### config.mk
export PLATFORM = sky130hd
export DESIGN_NAME = ram_stream_reader
export DESIGN_NICKNAME = d
export VERILOG_FILES = /design/src/rtl/ram_stream_reader.sv
export SDC_FILE = /design/constraint.sdc
export NUM_CORES = 1
export LEC_CHECK = 0
export CORE_ASPECT_RATIO = 0.9
export CORE_MARGIN = 3
export CORE_UTILIZATION = 35
export CTS_CLUSTER_SIZE = 25
export DETAILED_ROUTE_END_ITERATION = 6
export SLEW_MARGIN = 25
export SYNTH_ARGS = -nofsm -noshare
export SYNTH_HDL_FRONTEND = slang
export SYNTH_HIERARCHICAL = 1
export SYNTH_SLANG_ARGS = --single-unit
export TNS_END_PERCENT = 20
### constraint.sdc
create_clock -name ipClk -period 4.1 [get_ports ipClk]
set_input_delay 0.41 -clock ipClk [delete_from_list [all_inputs] [get_ports ipClk]]
set_output_delay 0.41 -clock ipClk [all_outputs]
set_load 0.01 [all_outputs]
### src/rtl/ram_stream_reader.sv
// Burst read master for one block-RAM port.
// Turns a (start, length) command into sequential reads and a valid/ready word stream.

// Four-entry word buffer with registered storage; the head is visible the cycle after its push.
// There is no overflow guard: the producer's credit rule keeps occupancy at 3 or below.
module ram_stream_reader_fifo #(
    parameter int W = 32
) (
    input  logic         clk_i,
    input  logic         rst_i,
    input  logic         push_vld_i,
    input  logic [W-1:0] push_dat_i,
    input  logic         pop_rdy_i,
    output logic         pop_vld_o,
    output logic [W-1:0] pop_dat_o,
    output logic [2:0]   count_o
);
    logic [W-1:0] mem_q [4];
    logic [1:0]   wr_ptr_q;
    logic [1:0]   rd_ptr_q;
    logic [2:0]   count_q;
    logic         pop;

    assign pop_vld_o = (count_q != 3'd0);
    assign pop_dat_o = mem_q[rd_ptr_q];
    assign count_o   = count_q;
    assign pop       = pop_vld_o & pop_rdy_i;

    always_ff @(posedge clk_i or posedge rst_i) begin
        if (rst_i) begin
            for (int i = 0; i < 4; i++) begin
                mem_q[i] <= '0;
            end
            wr_ptr_q <= 2'd0;
            rd_ptr_q <= 2'd0;
            count_q  <= 3'd0;
        end else begin
            if (push_vld_i) begin
                mem_q[wr_ptr_q] <= push_dat_i;
                wr_ptr_q        <= wr_ptr_q + 2'd1;
            end
            if (pop) begin
                rd_ptr_q <= rd_ptr_q + 2'd1;
            end
            case ({push_vld_i, pop})
                2'b10:   count_q <= count_q + 3'd1;
                2'b01:   count_q <= count_q - 3'd1;
                default: count_q <= count_q;
            endcase
        end
    end
endmodule

// Start sampled in cycle 0 -> first read in cycle 1 -> first word valid in cycle 3; 1 word/cycle sustained.
// Reads stop when buffered plus in-flight words would exceed the buffer's spare room.
module ram_stream_reader #(
    parameter int  Width = 32,
    parameter int  Depth = 1024,
    localparam int AW    = $clog2(Depth)
) (
    input  logic             ipClk,
    input  logic             ipReset,
    input  logic             ipStart,
    input  logic [AW-1:0]    ipStartAddress,
    input  logic [AW:0]      ipLength,
    output logic             opBusy,
    output logic             opDone,
    output logic             opRamClkEnable,
    output logic [AW-1:0]    opRamAddress,
    input  logic [Width-1:0] ipRamRdData,
    output logic [Width-1:0] opData,
    output logic             opValid,
    input  logic             ipReady
);
    typedef enum logic [1:0] {
        IDLE,
        READ,
        DRAIN
    } state_t;

    localparam logic [AW-1:0] LastAddr = AW'(Depth - 1);

    state_t        state_q, state_d;
    logic [AW-1:0] addr_q, addr_d;
    logic [AW:0]   left_q, left_d;
    logic          inflight_q, inflight_d;
    logic          done_q, done_d;
    logic          issue;
    logic          pop;
    logic [2:0]    fifo_count;
    logic          credit_ok;

    assign pop       = opValid & ipReady;
    // An in-flight read lands in the buffer next cycle, so it already holds a slot.
    assign credit_ok = (fifo_count + {2'b00, inflight_q}) <= 3'd2;

    always_comb begin
        state_d    = state_q;
        addr_d     = addr_q;
        left_d     = left_q;
        done_d     = 1'b0;
        issue      = 1'b0;
        case (state_q)
            IDLE: begin
                if (ipStart) begin
                    if (ipLength != '0) begin
                        addr_d  = ipStartAddress;
                        left_d  = ipLength;
                        state_d = READ;
                    end else begin
                        done_d = 1'b1;
                    end
                end
            end
            READ: begin
                if ((left_q != '0) && credit_ok) begin
                    issue  = 1'b1;
                    addr_d = (addr_q == LastAddr) ? '0 : addr_q + AW'(1);
                    left_d = left_q - (AW+1)'(1);
                    if (left_q == (AW+1)'(1)) begin
                        state_d = DRAIN;
                    end
                end
            end
            DRAIN: begin
                if (pop && !inflight_q && (fifo_count == 3'd1)) begin
                    state_d = IDLE;
                    done_d  = 1'b1;
                end
            end
            default: state_d = IDLE;
        endcase
        inflight_d = issue;
    end

    always_ff @(posedge ipClk or posedge ipReset) begin
        if (ipReset) begin
            state_q    <= IDLE;
            addr_q     <= '0;
            left_q     <= '0;
            inflight_q <= 1'b0;
            done_q     <= 1'b0;
        end else begin
            state_q    <= state_d;
            addr_q     <= addr_d;
            left_q     <= left_d;
            inflight_q <= inflight_d;
            done_q     <= done_d;
        end
    end

    ram_stream_reader_fifo #(
        .W (Width)
    ) u_fifo (
        .clk_i      (ipClk),
        .rst_i      (ipReset),
        .push_vld_i (inflight_q),
        .push_dat_i (ipRamRdData),
        .pop_rdy_i  (ipReady),
        .pop_vld_o  (opValid),
        .pop_dat_o  (opData),
        .count_o    (fifo_count)
    );

    assign opBusy         = (state_q != IDLE);
    assign opDone         = done_q;
    assign opRamClkEnable = issue;
    assign opRamAddress   = addr_q;
endmodule

==> results of run 1 <==
-- placed cells by master, fill, tap and decap left out, types with 4 or more instances in the layout --
| cell type | synthesis | layout |
|---|---|---|
| mux2_1 | 9 | 9 |
| nand2_1 | 7 | 7 |
| ha_1 | 11 | 11 |
| buf_4 | 3 | 5 |
| nor2_1 | 25 | 25 |
| inv_6 | 0 | 4 |
| nand2_4 | 4 | 4 |
| xor2_1 | 6 | 6 |
| o21ai_0 | 23 | 23 |
| a21oi_1 | 18 | 18 |
| mux2_2 | 122 | 122 |
| nand3_1 | 6 | 6 |
| nor3_1 | 10 | 10 |
| clkbuf_16 | 0 | 17 |
| clkdlybuf4s50_1 | 0 | 102 |
| mux4_2 | 28 | 28 |
| inv_1 | 16 | 14 |
| mux4_1 | 4 | 4 |
| inv_8 | 0 | 4 |
| o22a_1 | 5 | 5 |
| dfrtp_1 | 160 | 158 |
-- metrics by stage --
step	setup WS, ns	utilization
4_1_cts	0.823	0.445
2_1_floorplan	0.0789	-
5_1_grt	0.740	0.445
6_report	0.923	0.445
3_5_place_dp	1.20	0.417
3_3_place_gp	1.29	0.417
-- sequential cells by signal, indices dropped and copies added (netlist names) --
register,flops
inflight_q,1
left_q,11
opDone,1
opRamAddress,10
state_q,2
u_fifo/count_o,3
u_fifo/mem_q,128
u_fifo/rd_ptr_q,2
u_fifo/wr_ptr_q,2
-- power breakdown --
part           total (mW)  internal [mW]  switching [mW]
sequential           3.05           2.39           0.653
clock                1.60          0.920           0.679
combinational        3.73           2.23            1.50
-- layer usage --
layer	up-vias	routed length (um)	GRT usage
met5	-	0	0
met4	0	110	0.0269
met3	10	835	0.0448
met2	119	8270	0.245
met1	2498	7860	0.204
li1	2196	-	-
-- final cells by class --
type	count	area [um^2]
Multi-Input combinational cell	332	3320
Timing Repair Buffer	107	1060
Inverter	16	65.1
Clock buffer	18	429
Tap cell	286	358
Sequential cell	160	4010
Fill cell	1874	11700
Clock inverter	14	169
-- worst max-delay path, stage by stage, from the launching register on --
cell	delay [ns]
dfrtp_2	0.80
buf_4	0.45
mux4_2	0.58
clkdlybuf4s50_1	0.50
-- how the worst max path moves through the flow --
stage,startpoint,end,slack [ns],cells past startpoint
6_report,u_fifo/rd_ptr_q[0]$_DFFE_PP0P_,opData[2],0.92,3
4_1_cts,u_fifo/rd_ptr_q[0]$_DFFE_PP0P_,opData[17],0.82,3
3_3_place_gp,u_fifo/rd_ptr_q[0]$_DFFE_PP0P_,opData[2],1.29,3
3_5_place_dp,inflight_q$_DFF_PP0_,left_q[8]$_DFFE_PP0P_,1.20,8
2_1_floorplan,ipReset,u_fifo/count_o[0]$_DFFE_PP0P_,0.08,1
5_1_grt,u_fifo/rd_ptr_q[0]$_DFFE_PP0P_,opData[2],0.74,3
-- cells by family (layout without fill, tap and decap cells) --
| group | Yosys count | after routing |
|---|---|---|
| buffers and inverters | 47 | 155 |
| adder cells (fa/ha/maj) | 12 | 12 |
| XOR/XNOR | 8 | 8 |
| multiplexers | 164 | 164 |
| AO/OA/AOI/OAI | 69 | 69 |
| flip-flops | 160 | 160 |
| AND/OR/NAND/NOR | 79 | 79 |
==> summary.txt, run 1 <==
Status -> completed
Vias in the first global route -> 5266
Top cells by count, synth -> 160 x dfrtp_1, 122 x mux2_2, 28 x mux4_2
Synth Area in XOR/XNOR -> 0.00914
Num rows -> 50
Final cell count without fillers -> 933
Predominant post-synthesis flop cell -> dfrtp_1
Data required time at the worst endpoint -> 3.69 ns
Die H -> 146 um
Die Area -> 0.0237 mm^2
Design Area, Final -> 0.00941 mm^2
Gate Count Post-Synth -> 539
Worst r2r path cells -> 8
Total GRT Usage -> 0.151
Minimum clock period -> 3.18 ns
CTS H-tree lvls -> 4
Unique cell type count in the Yosys netlist -> 51
Top-level I/O count -> 103
Setup bufs post-CTS -> 0
Mux share of post-synthesis cell area -> 0.290
Remaining antenna violation count -> 0
Final setup fails -> 0
Fmax achieved -> 0.315 GHz
Synth Area in Adders -> 0.0206
Simple-gate share of the synthesized area -> 0.0578
Final Wtd Congestion -> 0.823
Largest net degree at the start of global routing -> 97
N_diodes -> 0
Post-Syn Area -> 0.00767 mm^2
Largest family of logic cells by synthesized area -> multiplexers
Cell taking the most area after synthesis -> dfrtp_1
Clock root buffer -> clkbuf_16
Slew headroom -> 0.362
Layout area overhead -> 22.7%
Drt first-iter violations -> 273
Max Buffers Root-to-Sink -> 2
Cts hold-fix bufs -> 0
Total placed cells including tap cells -> 901
Yosys Warn Count -> 6
Placed inst area -> 0.00881 mm^2
Clock Latency Late Sink -> 0.42 ns
CTS resizes -> 0
Die Wd -> 162 um
Ratio of cells with drive above 1 in the final layout -> 0.312
Setup TNS -> 0 ns
Power Total -> 8.37 mW
Reg-to-Reg Start -> inflight_q$_DFF_PP0_
CP Capture Type -> output port
Asr flop ratio synth -> 1.00
DRT Pass-1 Iters -> 4
Slew Viols, Final -> 0
Port bufs -> 102
Post-synthesis area per instance -> 14.2 um^2
Clk sinks -> 160
Core ar. -> 0.0211 mm^2
Dpl hpwl -> 11100 um
Clock Skews -> 0.0134 ns
Leak -> 3.84 nW
HP Class -> in2async
Global-route wire length before repair -> 28400 um
Routed wire length -> 17100 um
Vias/cell -> 5.17
Hold slack -> 0.485 ns
Number of enable flip-flop cells after synthesis -> 0
Final period utilization -> 0.775
Via count -> 4823
Compound-Gate Fraction of Synth Area -> 0.0561
Max Cap Violations -> 0
#FFs+latches synth -> 160
Worst Tran Pin Value -> 0.958 ns
Worst vdd ir -> 0.305 mV
CTS clock-pin slew for the worst setup and hold paths -> 0.07 ns
GRT overflow -> 0
DR DRC count -> 0
Most frequent cell after synthesis -> dfrtp_1
WL/cell -> 18.3 um
Starting Density -> 0.363
CTS tree -> done
Register area share after synthesis -> 0.522
Hold Vio Cnt, Final -> 0
Type of element launching the critical path -> flop
CP Class -> reg2out
Net Count, Synth -> 608
Synth top area share -> 0.522
Worst EP arrival -> 2.77 ns
Fin nets -> 703
Cell area power density -> 890 mW/mm^2
Cts bufs inserted -> 17
Internal reg-to-reg setup slack -> 1.22 ns
Capturing point of the worst reg2reg path -> opRamAddress[8]$_DFFE_PP0P_
CP Max Fanout -> 19
Initial antenna violation count -> 0
RSZ-0062 raised after global routing -> false
Top post-synthesis cells by area -> dfrtp_1 52%, mux2_2 18%, mux4_2 8.2%
Note: power is estimated with default switching activity, not from simulation.
==> inputs of run 2 (changes only) <==
- clock period: 4.1 -> 3 ns (I/O delays scaled with it)
==> run 2 against run 1 <==
Power increased by 38%. Global-route usage increased by 0.11 points. Worst setup slack got worse by 0.74 ns. Sequential share of layout area decreased by 0.51 points. Combinational power increased by 42%. Critical path type unchanged. Largest cell class unchanged.
==> summary.txt, run 2 (synthesized netlist as in run 1, its figures left out) <==
Clock root buffer -> clkbuf_16 (unchanged)
Ratio of cells with drive above 1 in the final layout -> 0.317 (was 0.312)
Hold Vio Cnt, Final -> 0 (unchanged)
Cts hold-fix bufs -> 0 (unchanged)
Total GRT Usage -> 0.152 (was 0.151)
Worst r2r path cells -> 8 (unchanged)
Setup bufs post-CTS -> 0 (unchanged)
Data required time at the worst endpoint -> 2.70 ns (was 3.69 ns)
Placed inst area -> 0.00888 mm^2 (was 0.00881 mm^2)
Die H -> 146 um (unchanged)
Starting Density -> 0.363 (unchanged)
Status -> completed (unchanged)
Minimum clock period -> 2.82 ns
Top-level I/O count -> 103 (unchanged)
RSZ-0062 raised after global routing -> false (unchanged)
Clk sinks -> 160 (unchanged)
Layout area overhead -> 24.2% (was 22.7%)
Dpl hpwl -> 11600 um (was 11100 um)
Slew Viols, Final -> 0 (unchanged)
Reg-to-Reg Start -> inflight_q$_DFF_PP0_ (unchanged)
Port bufs -> 102 (unchanged)
Via count -> 4868 (was 4823)
Largest register FFs -> 128 (unchanged)
Design Area, Final -> 0.00953 mm^2 (was 0.00941 mm^2)
Setup TNS -> 0 ns (unchanged)
Clock Skews -> 0.0126 ns (was 0.0134 ns)
Fmax achieved -> 0.355 GHz
Max Buffers Root-to-Sink -> 2 (unchanged)
CP Max Fanout -> 10 (was 19)
Die Wd -> 162 um (unchanged)
Critical Path Start -> inflight_q$_DFF_PP0_ (was u_fifo/rd_ptr_q[0]$_DFFE_PP0P_)
Global-route wire length before repair -> 28500 um (was 28400 um)
WL/cell -> 18.5 um (was 18.3 um)
Num rows -> 50 (unchanged)
Most common cell after layout, fill and taps aside -> dfrtp_1 (unchanged)
CTS clock-pin slew for the worst setup and hold paths -> 0.07 ns (about the same)
Routed wire length -> 17300 um (was 17100 um)
Most flops, register -> u_fifo/mem_q (unchanged)
Type of element launching the critical path -> flop (unchanged)
Worst vdd ir -> 0.485 mV (was 0.305 mV)
Vias in the first global route -> 5360 (was 5266)
Final setup fails -> 0 (unchanged)
Remaining antenna violation count -> 0 (unchanged)
Power Total -> 11.6 mW (was 8.37 mW)
Clock Latency Late Sink -> 0.42 ns (about the same)
Final period utilization -> 0.939
Max Cap Violations -> 0 (unchanged)
CP Class -> reg2out (unchanged)
Cts bufs inserted -> 17 (unchanged)
Commonest cells after routing, fill and taps aside -> 157 x dfrtp_1, 122 x mux2_2, 102 x clkdlybuf4s50_1 (was 158 x dfrtp_1, 122 x mux2_2, 102 x clkdlybuf4s50_1)
Initial antenna violation count -> 0 (unchanged)
Cell area power density -> 1220 mW/mm^2 (was 890 mW/mm^2)
CP Capture Type -> output port (unchanged)
Final Util -> 0.450 (was 0.445)
Fin nets -> 709 (was 703)
Leak -> 3.89 nW (was 3.84 nW)
Largest net degree at the start of global routing -> 45 (was 97)
HP Class -> in2async (unchanged)
Internal reg-to-reg setup slack -> 0.67 ns (was 1.22 ns)
Worst Tran Pin Value -> 0.856 ns (was 0.958 ns)
N_diodes -> 0 (unchanged)
GRT overflow -> 0 (unchanged)
Final Wtd Congestion -> 0.834 (was 0.823)
DRT Pass-1 Iters -> 4 (unchanged)
Core ar. -> 0.0211 mm^2 (unchanged)
Die Area -> 0.0237 mm^2 (unchanged)
CTS resizes -> 0 (unchanged)
CTS H-tree lvls -> 4 (unchanged)
Drt first-iter violations -> 212 (was 273)
Worst EP arrival -> 2.52 ns (was 2.77 ns)
Slew headroom -> 0.430 (was 0.362)
Capturing point of the worst reg2reg path -> left_q[0]$_DFFE_PP0P_ (was opRamAddress[8]$_DFFE_PP0P_)
CTS tree -> done (unchanged)
DR DRC count -> 0 (unchanged)
Vias/cell -> 5.18 (was 5.17)
run 2: per-layer routing:
| layer | vias up | global-route usage | routed length, um |
|---|---|---|---|
| li1 | 2203 | - | - |
| met1 | 2517 | 0.200 | 7710 |
| met2 | 137 | 0.251 | 8560 |
| met3 | 11 | 0.0417 | 933 |
| met4 | 0 | 0.0362 | 136 |
| met5 | - | 0 | 0 |
run 2: critical path: stages (launching register included):
cell	delay [ns]
dfrtp_2	0.51
ha_1	0.24
ha_1	0.18
xor2_1	0.16
a21oi_1	0.19
nand2_1	0.07
a21oi_1	0.18
clkdlybuf4s50_1	0.57
run 2: power by group:
group          switching [mW]  internal [mW]  total, mW
Clock                   0.867           1.37       2.24
Sequential              0.780           3.28       4.06
Combinational            2.20           3.09       5.30
Total                    3.85           7.74       11.6
run 2: metrics by stage:
stage               hold slack (ns)  worst slack [ns]  instances
global route                  0.390           0.00913        939
global placement              0.470             0.525        906
detailed placement            0.484             0.499        906
floorplan                     0.327              1.02        539
CTS                           0.499            0.0402        938
finish                        0.343             0.184        939
run 2: final cells by class:
type,count,area [um^2]
fill,1897,11600
sequential,160,4010
multi-input combinational,332,3320
timing repair buffer,113,1160
clock buffer,22,464
tap,286,358
clock inverter,10,149
inverter,16,63.8
run 2: worst max-delay path by stage:
stage | end | slack, ns | cells past startpoint
after CTS | opRamClkEnable | 0.04 | 7
after detailed placement | opRamClkEnable | 0.50 | 7
after global routing | opRamClkEnable | 0.009 | 7
after floorplan | u_fifo/count_o[0]$_DFFE_PP0P_ | 1.02 | 1
after global placement | opRamClkEnable | 0.53 | 7
final | opRamClkEnable | 0.18 | 7
==> inputs of run 3 (changes only) <==
- clock period: 3 -> 2.36 ns (I/O delays scaled with it)
==> run 3 against run 2 <==
Global-route usage shrank 0.35 points. Clock skew shrank 0.0054 ns. Critical path type unchanged. Routed wire length shrank 1.5%. Critical endpoint is now opData[27]. Cell count grew 0.21%. Clock power grew 16%. Non-clock buffer count grew 5. Worst setup slack lost 0.097 ns. Hold slack lost 0.036 ns. Via count shrank 1.8%. Design area shrank 0.34%.
==> summary.txt, run 3 (synthesized netlist as in run 1, its figures left out) <==
Most common cell after layout, fill and taps aside -> dfrtp_1 (unchanged)
Total GRT Usage -> 0.149 (was 0.152)
Commonest cells after routing, fill and taps aside -> 158 x dfrtp_1, 122 x mux2_2, 70 x clkdlybuf4s50_1 (was 157 x dfrtp_1, 122 x mux2_2, 102 x clkdlybuf4s50_1)
Final Util -> 0.449 (was 0.450)
Data required time at the worst endpoint -> 2.12 ns (was 2.70 ns)
Die Wd -> 162 um (unchanged)
Fmax achieved -> 0.440 GHz
Routed wire length -> 17100 um (was 17300 um)
Max Buffers Root-to-Sink -> 2 (unchanged)
Max Cap Violations -> 0 (unchanged)
Drt first-iter violations -> 224 (was 212)
Global-route wire length before repair -> 27600 um (was 28500 um)
Reg-to-Reg Start -> inflight_q$_DFF_PP0_ (unchanged)
Die H -> 146 um (unchanged)
WL/cell -> 18.2 um (was 18.5 um)
CP Max Fanout -> 7 (was 10)
Leak -> 3.96 nW (was 3.89 nW)
Clock Skews -> 0.00724 ns (was 0.0126 ns)
Cts bufs inserted -> 17 (unchanged)
Final setup fails -> 0 (unchanged)
Dpl hpwl -> 11100 um (was 11600 um)
Gate power share -> 0.463 (was 0.457)
Worst Tran Pin Value -> 0.589 ns (was 0.856 ns)
Largest register FFs -> 128 (unchanged)
Critical Path Start -> u_fifo/rd_ptr_q[0]$_DFFE_PP0P_ (was inflight_q$_DFF_PP0_)
Vias/cell -> 5.08 (was 5.18)
Top-level I/O count -> 103 (unchanged)
Sequential group share of total power -> 0.354 (was 0.350)
Layout area overhead -> 23.8% (was 24.2%)
DR DRC count -> 0 (unchanged)
Vias in the first global route -> 5021 (was 5360)
Fin nets -> 714 (was 709)
HP Class -> in2async (unchanged)
Final-layout fill cell count -> 1940 (was 1897)
Worst EP arrival -> 2.04 ns (was 2.52 ns)
CP Capture Type -> output port (unchanged)
Cts hold-fix bufs -> 0 (unchanged)
Switching Power -> 4.82 mW (was 3.85 mW)
DRT Pass-1 Iters -> 4 (unchanged)
Hold Vio Cnt, Final -> 0 (unchanged)
Status -> completed (unchanged)
Slew Viols, Final -> 0 (unchanged)
RSZ-0062 raised after global routing -> false (unchanged)
CTS tree -> done (unchanged)
Internal reg-to-reg setup slack -> 0.26 ns (was 0.67 ns)
Ratio of cells with drive above 1 in the final layout -> 0.321 (was 0.317)
Clk sinks -> 160 (unchanged)
Cell-internal power -> 9.42 mW (was 7.74 mW)
Worst vdd ir -> 0.589 mV (was 0.485 mV)
Num rows -> 50 (unchanged)
Final period utilization -> 0.963
Remaining antenna violation count -> 0 (unchanged)
Core ar. -> 0.0211 mm^2 (unchanged)
Most flops, register -> u_fifo/mem_q (unchanged)
Starting Density -> 0.363 (unchanged)
Minimum clock period -> 2.27 ns
Via count -> 4782 (was 4868)
Final Wtd Congestion -> 0.831 (was 0.834)
Port bufs -> 102 (unchanged)
CP Class -> reg2out (unchanged)
Clock Latency Late Sink -> 0.42 ns (about the same)
Cell area power density -> 1500 mW/mm^2 (was 1220 mW/mm^2)
Clock root buffer -> clkbuf_16 (unchanged)
GRT overflow -> 0 (unchanged)
Initial antenna violation count -> 0 (unchanged)
CTS clock-pin slew for the worst setup and hold paths -> 0.06 ns (was 0.07 ns)
N_diodes -> 0 (unchanged)
Clk pwr share -> 0.183 (was 0.193)
Largest net degree at the start of global routing -> 84 (was 45)
Net Sw Frac -> 0.338 (was 0.332)
Slew headroom -> 0.607 (was 0.430)
CTS H-tree lvls -> 4 (unchanged)
Die Area -> 0.0237 mm^2 (unchanged)
Setup TNS -> 0 ns (unchanged)
Type of element launching the critical path -> flop (unchanged)
## run 3: changes by cell type in the layout (fill, tap and decap cells not counted), sizes merged
cell,delta
clkdlybuf4s50,-32
dlygate4sd2,+28
buf,+5
clkbuf,-4
dlymetal6s2s,+4
clkinvlp,+3
inv,-3
clkinv,+2
bufinv,-1
## run 3: final timing paths
kind,to,cells past startpoint
min in group ipClk,left_q[1]$_DFFE_PP0P_,3
worst min-delay path,opRamAddress[4]$_DFFE_PP0P_,3
max in group asynchronous,u_fifo/rd_ptr_q[0]$_DFFE_PP0P_,3
worst max register to register,left_q[0]$_DFFE_PP0P_,8
worst min register to register,u_fifo/mem_q[1]$_DFFE_PP0P_,1
worst max-delay path,opData[27],3
## run 3: power by group through the flow
stage / clock (mW) / sequential, mW / combinational, mW
floorplan: 0 / 4.79 / 4.78
global placement: 0 / 4.96 / 6.89
detailed placement: 0 / 5.09 / 7.05
CTS: 2.70 / 5.03 / 6.74
global route: 2.80 / 5.22 / 7.24
finish: 2.60 / 5.04 / 6.60
## run 3: area by class of cell
cell class | count | area (um^2) | share of cell area
flip-flops and latches | 160 | 4010 | 0.422
multi-input cells | 332 | 3330 | 0.350
repair buffers | 118 | 1190 | 0.125
clock buffers | 18 | 429 | 0.0452
well taps | 286 | 358 | 0.0377
clock inverters | 11 | 119 | 0.0125
inverters | 16 | 63.8 | 0.00672
## run 3: per-stage QoR
step	hold slack (ns)	setup slack (ns)	instance area (um^2)	total power, mW	instances
2_1_floorplan	0.263	0.399	7670	9.57	539
3_3_place_gp	0.468	0.247	8960	11.8	911
3_5_place_dp	0.481	0.220	8960	12.1	911
4_1_cts	0.301	0.00425	9480	14.5	941
5_1_grt	0.386	0.00468	9490	15.3	941
6_report	0.307	0.0879	9490	14.2	941
## run 3: worst max-delay path, cell delays in order, from the launching register on
cell,delay (ns)
dfrtp_2,0.47
buf_12,0.17
mux4_2,0.49
clkdlybuf4s50_1,0.49
## run 3: per-layer routing
layer / share of wire / global-route usage
met5: 0 / 0
met4: 0.0088 / 0.0354
met2: 0.47 / 0.235
met1: 0.47 / 0.203
met3: 0.050 / 0.0434
## run 3: repair_timing
item,4_1_cts,5_1_grt
setup buffers,1,0
endpoints found under the setup margin,31,5
gates resized for setup,28,5
hold endpoints to repair,0,0
